`src/rtl/reseller_pkg.sv`:
```
// rtl/reseller_pkg.sv - shared constants and width helper for the vending datapath
package reseller_pkg;

    localparam logic DIR_UP   = 1'b1;
    localparam logic DIR_DOWN = 1'b0;

    // Bits needed to hold values 0..value-1; returns 0 for value <= 1.
    function automatic int clog2(input int value);
        int r;
        r = 0;
        for (int v = value - 1; v > 0; v = v >> 1) begin
            r = r + 1;
        end
        return r;
    endfunction

endpackage

```
`src/rtl/tick_divider.sv`:
```
// rtl/tick_divider.sv - enable-gated prescaler producing one step per DIV enabled cycles
module tick_divider
    import reseller_pkg::*;
#(
    parameter int DIV = 1
) (
    input  logic clk,
    input  logic rst,
    input  logic en,
    input  logic clr,
    output logic step
);

    generate
        if (DIV <= 1) begin : g_wire
            logic unused_inputs;
            assign unused_inputs = ^{clk, rst, clr};
            assign step = en;
        end else begin : g_pre
            localparam int PW = clog2(DIV);
            localparam logic [PW-1:0] LAST = PW'(DIV - 1);

            logic [PW-1:0] pre;

            assign step = en && (pre == LAST);

            always_ff @(posedge clk or posedge rst) begin
                if (rst) begin
                    pre <= '0;
                end else if (clr) begin
                    pre <= '0;
                end else if (en) begin
                    pre <= step ? '0 : pre + PW'(1);
                end
            end
        end
    endgenerate

endmodule

```
`src/rtl/mod_counter.sv`:
```
// rtl/mod_counter.sv - prescaled up/down modulo counter with clamped load and terminal-count pulse
module mod_counter
    import reseller_pkg::*;
#(
    parameter  int MOD   = 8,
    parameter  int DIV   = 1,
    localparam int WIDTH = clog2(MOD)
) (
    input  logic             clk,
    input  logic             rst,
    input  logic             en,
    input  logic             up_dn,
    input  logic             load,
    input  logic [WIDTH-1:0] load_val,
    output logic [WIDTH-1:0] out,
    output logic             tc
);

    localparam logic [WIDTH:0] MAXV = (WIDTH + 1)'(MOD - 1);

    logic           step;
    logic [WIDTH:0] out_x;
    logic [WIDTH:0] lv_x;
    logic [WIDTH:0] nxt;
    logic           unused_msb;

    tick_divider #(.DIV(DIV)) u_div (
        .clk  (clk),
        .rst  (rst),
        .en   (en),
        .clr  (load),
        .step (step)
    );

    // One spare bit so a WIDTH-wide load_val can be compared against MOD-1 without wrap.
    assign out_x = {1'b0, out};
    assign lv_x  = {1'b0, load_val};

    always_comb begin
        nxt = out_x;
        if (load) begin
            nxt = (lv_x > MAXV) ? MAXV : lv_x;
        end else if (step) begin
            if (up_dn == DIR_UP) begin
                nxt = (out_x >= MAXV) ? '0 : out_x + 1'b1;
            end else begin
                nxt = (out_x == '0) ? MAXV : out_x - 1'b1;
            end
        end
    end

    assign unused_msb = nxt[WIDTH];

    always_ff @(posedge clk or posedge rst) begin
        if (rst) begin
            out <= '0;
        end else begin
            out <= nxt[WIDTH-1:0];
        end
    end

    // rst gate keeps tc quiet while out is forced to 0 with DIV=1 and counting down.
    assign tc = !rst && step && !load &&
                ((up_dn == DIR_UP) ? (out_x == MAXV) : (out_x == '0));

endmodule

```
`config.mk`:
```
export PLATFORM = sky130hd
export DESIGN_NAME = mod_counter
export DESIGN_NICKNAME = d
export VERILOG_FILES = /design/src/rtl/reseller_pkg.sv /design/src/rtl/tick_divider.sv /design/src/rtl/mod_counter.sv
export SDC_FILE = /design/constraint.sdc
export NUM_CORES = 1
export LEC_CHECK = 0
export ABC_AREA = 0
export CORE_AREA = 2 2 39 41
export CTS_BUF_LIST = sky130_fd_sc_hd__clkbuf_4 sky130_fd_sc_hd__clkbuf_8 sky130_fd_sc_hd__clkbuf_16
export DETAILED_ROUTE_END_ITERATION = 10
export DIE_AREA = 0 0 41 43
export GPL_TIMING_DRIVEN = 0
export SKIP_LAST_GASP = 1
export SLEW_MARGIN = 20
export SYNTH_ARGS = -nofsm -noshare
export SYNTH_HDL_FRONTEND = slang
export SYNTH_SLANG_ARGS = --single-unit
```
`constraint.sdc`:
```
create_clock -name clk -period 3.1 [get_ports clk]
set_input_delay 0.62 -clock clk [delete_from_list [all_inputs] [get_ports clk]]
set_output_delay 0.62 -clock clk [all_outputs]
set_load 0.02 [all_outputs]
```
==> flow_summary.yaml <==
floorplanning:
  rows: 14
  design.die.area_um2: 1760
  die_x_um: 41
  initial_utilization: 0.198
  num_io_pins: 12
  coreArea_um2: 1380
  die_height_um: 43
cells_and_area:
  final_cells: 61
  layout.nets: 58
  post_route_cells_drive_above_1_share: 0.133
  area_growth_pct: 58.4
  num_antenna_cells: 0
  fin_area_um2: 434
  top_register: "out"
  reg.largest.list: "out: 3 flops"
  largest_reg_flops: 3
hold_path:
  min_path_type: "in2async"
clock_network:
  ctsHoldBuffers: 0
  clockBufferDepth: 2
  clk_latency_ps: 240
  cts_resized: 0
  path_clk_slew_ps: 40
  cts_buffers: 3
  h-tree-depth: 1
  cts_setup_buffers: 0
  cts-root-buf: "clkbuf_4"
  clock-sinks: 3
  cts_tree: "built"
detailed_routing:
  dr.pass1.iters: 3
  drcViolationCount: 0
  wl_per_cell_um: 9.21
  drtIter0Drc: 4
  drt-total-wl_um: 562
  num_vias: 268
  detail-route-antenna-nets: 0
  vias_per_cell: 4.39
sta:
  clock_skew_ps: 3.54
  timing.fmax_ghz: 0.341
  fin_crit_ps: 2930
  fin_crit_sh: 0.946
  drv_slew: 0
  rsz0062_at_grt: "false"
  tightest_slew_ps: 255
  relSlewSlack: 0.830
  fin_ws_ps: 169
  finalHoldViolations: 0
  tns_ps: 0
  hold-worst-slack_ps: 605
  finalSetupViolCount: 0
setup_path:
  worstPathArrival_ps: 2310
  r2r_cells: 5
  cp-startpoint: "up_dn"
  r2r-end: "out[2]"
  crit_type: "in2out"
  reg2reg_slack_ps: 1680
  start_kind: "input port"
  r2r-start: "out[0]"
  worst_setup_path_end_kind: "output pin"
  cp_data_required_time_ps: 2480
  cp_max_fo: 6
  endpoint: "tc"
power:
  pwr_density_cell_nw_per_um2: 449
  p_leak_nw: 0.194
  p_clk_frac: 0.410
  p_int_mw: 0.136
  switchingPower_mw: 0.0585
  netSwitchingFraction: 0.300
  vdd_drop_max_uv: 198
  p_comb_frac: 0.325
  p_seq_frac: 0.265
synth:
  seq_area_frac_synth: 0.274
  synth_area_per_cell_um2: 9.13
  syn-num-nets: 42
  syn_area_um2: 274
  yosys_register_bits: 3
  ys_warn_count: 0
  synth.distinct_cells: 20
  synth_cells: 30
grt:
  grt_max_degree: 8
  grt_pass1_wl_um: 938
  grt-ovfl-total: 0
  grt_usage: 0.0856
  grt_antenna_before_repair: 0
  grt_pass1_vias: 232
flow_run:
  maxCapViolations: 0
placed_design:
  routabilityCongestion: 0.706
  placed_area_um2: 404
  dp_slack_ps: 161
  io_buffers: 11
  placed_cells: 57
run_status:
  status: "complete, no violations"
-- cell usage after synthesis (all sizes together) --
cell / count / area (um2)
nor4b: 1 / 15.0
nand3b: 1 / 7.51
a22o: 1 / 8.76
o221ai: 1 / 8.76
nor3: 1 / 5.00
o21ai: 2 / 10.0
mux2i: 1 / 10.0
ha: 4 / 50.1
nor2: 2 / 7.51
o22ai: 1 / 6.26
inv: 3 / 11.3
and3: 1 / 6.26
nor3b: 1 / 12.5
nand2: 3 / 11.3
a21o: 1 / 7.51
a21oi: 1 / 5.00
dfrtp: 3 / 75.1
xnor2: 1 / 8.76
a21boi: 1 / 7.51
-- layout make-up --
type / instances / area (um2)
well taps: 16 / 20.0
clock buffers: 4 / 30.0
inverters: 3 / 11.3
repair buffers: 11 / 110
fillers: 153 / 950
multi-input cells: 24 / 188
flip-flops and latches: 3 / 75.1
-- through the flow --
| step | util | power [mW] |
|---|---|---|
| 2_1_floorplan | - | 0.0876 |
| 3_3_place_gp | 0.292 | 0.115 |
| 3_5_place_dp | 0.292 | 0.117 |
| 4_1_cts | 0.314 | 0.200 |
| 5_1_grt | 0.314 | 0.212 |
| 6_report | 0.314 | 0.195 |
-- worst max-delay path, cell delays in order --
cell and delay [ps]:
clkdlybuf4s50_1 530, nor3b_2 230, a21oi_1 70, nor4b_2 220
clkdlybuf4s50_1 640
-- layer usage --
metal / wire length, um / global-route usage / part of all wire / up-vias
li1: - / - / - / 137
met1: 216 / 0.0844 / 0.38 / 122
met2: 301 / 0.119 / 0.54 / 7
met3: 25 / 0.0314 / 0.044 / 2
met4: 18 / 0.100 / 0.032 / 0
met5: 0 / 0 / 0 / -
-- worst min path at each step --
stage / startpoint / endpoint / slack [ps] / depth (start not counted)
2_1_floorplan: rst / out[0] / 370 / 1
3_3_place_gp: out[1] / out[1] / 660 / 2
3_5_place_dp: out[1] / out[1] / 670 / 2
4_1_cts: rst / out[1] / 610 / 2
5_1_grt: rst / out[1] / 630 / 2
6_report: rst / out[1] / 610 / 2
-- cells in the final DEF (no fill, tap or decap), drive strengths merged --
master	count
clkdlybuf4s50	11
ha	4
clkbuf	4
nand2	3
inv	3
dfrtp	3
nor2	2
o21ai	2
nor3	1
a21o	1
and3	1
nand3b	1
o221ai	1
a22o	1
a21boi	1
nor3b	1
o22ai	1
a21oi	1
nor4b	1
xnor2	1
mux2i	1
-- power groups by stage --
| stage | Sequential (mW) | Clock [mW] | Combinational (mW) |
|---|---|---|---|
| 4_1_cts | 0.0520 | 0.0832 | 0.0645 |
| 3_3_place_gp | 0.0523 | 0 | 0.0631 |
| 5_1_grt | 0.0531 | 0.0879 | 0.0708 |
| 6_report | 0.0516 | 0.0799 | 0.0633 |
| 2_1_floorplan | 0.0573 | 0 | 0.0303 |
| 3_5_place_dp | 0.0525 | 0 | 0.0642 |
-- kinds of logic (layout without fill, tap and decap cells) --
logic type / count (synthesis) / after routing / share of synthesized area
and+or+nand+nor: 10 / 10 / 0.237
muxes: 1 / 1 / 0.0365
DFF: 3 / 3 / 0.274
buffers and inverters: 3 / 18 / 0.0411
xor gates and xnor gates: 1 / 1 / 0.0320
adders and majority gates: 4 / 4 / 0.183
AOI/OAI and AO/OA: 8 / 8 / 0.196
Power figures use the tool's default switching activity.
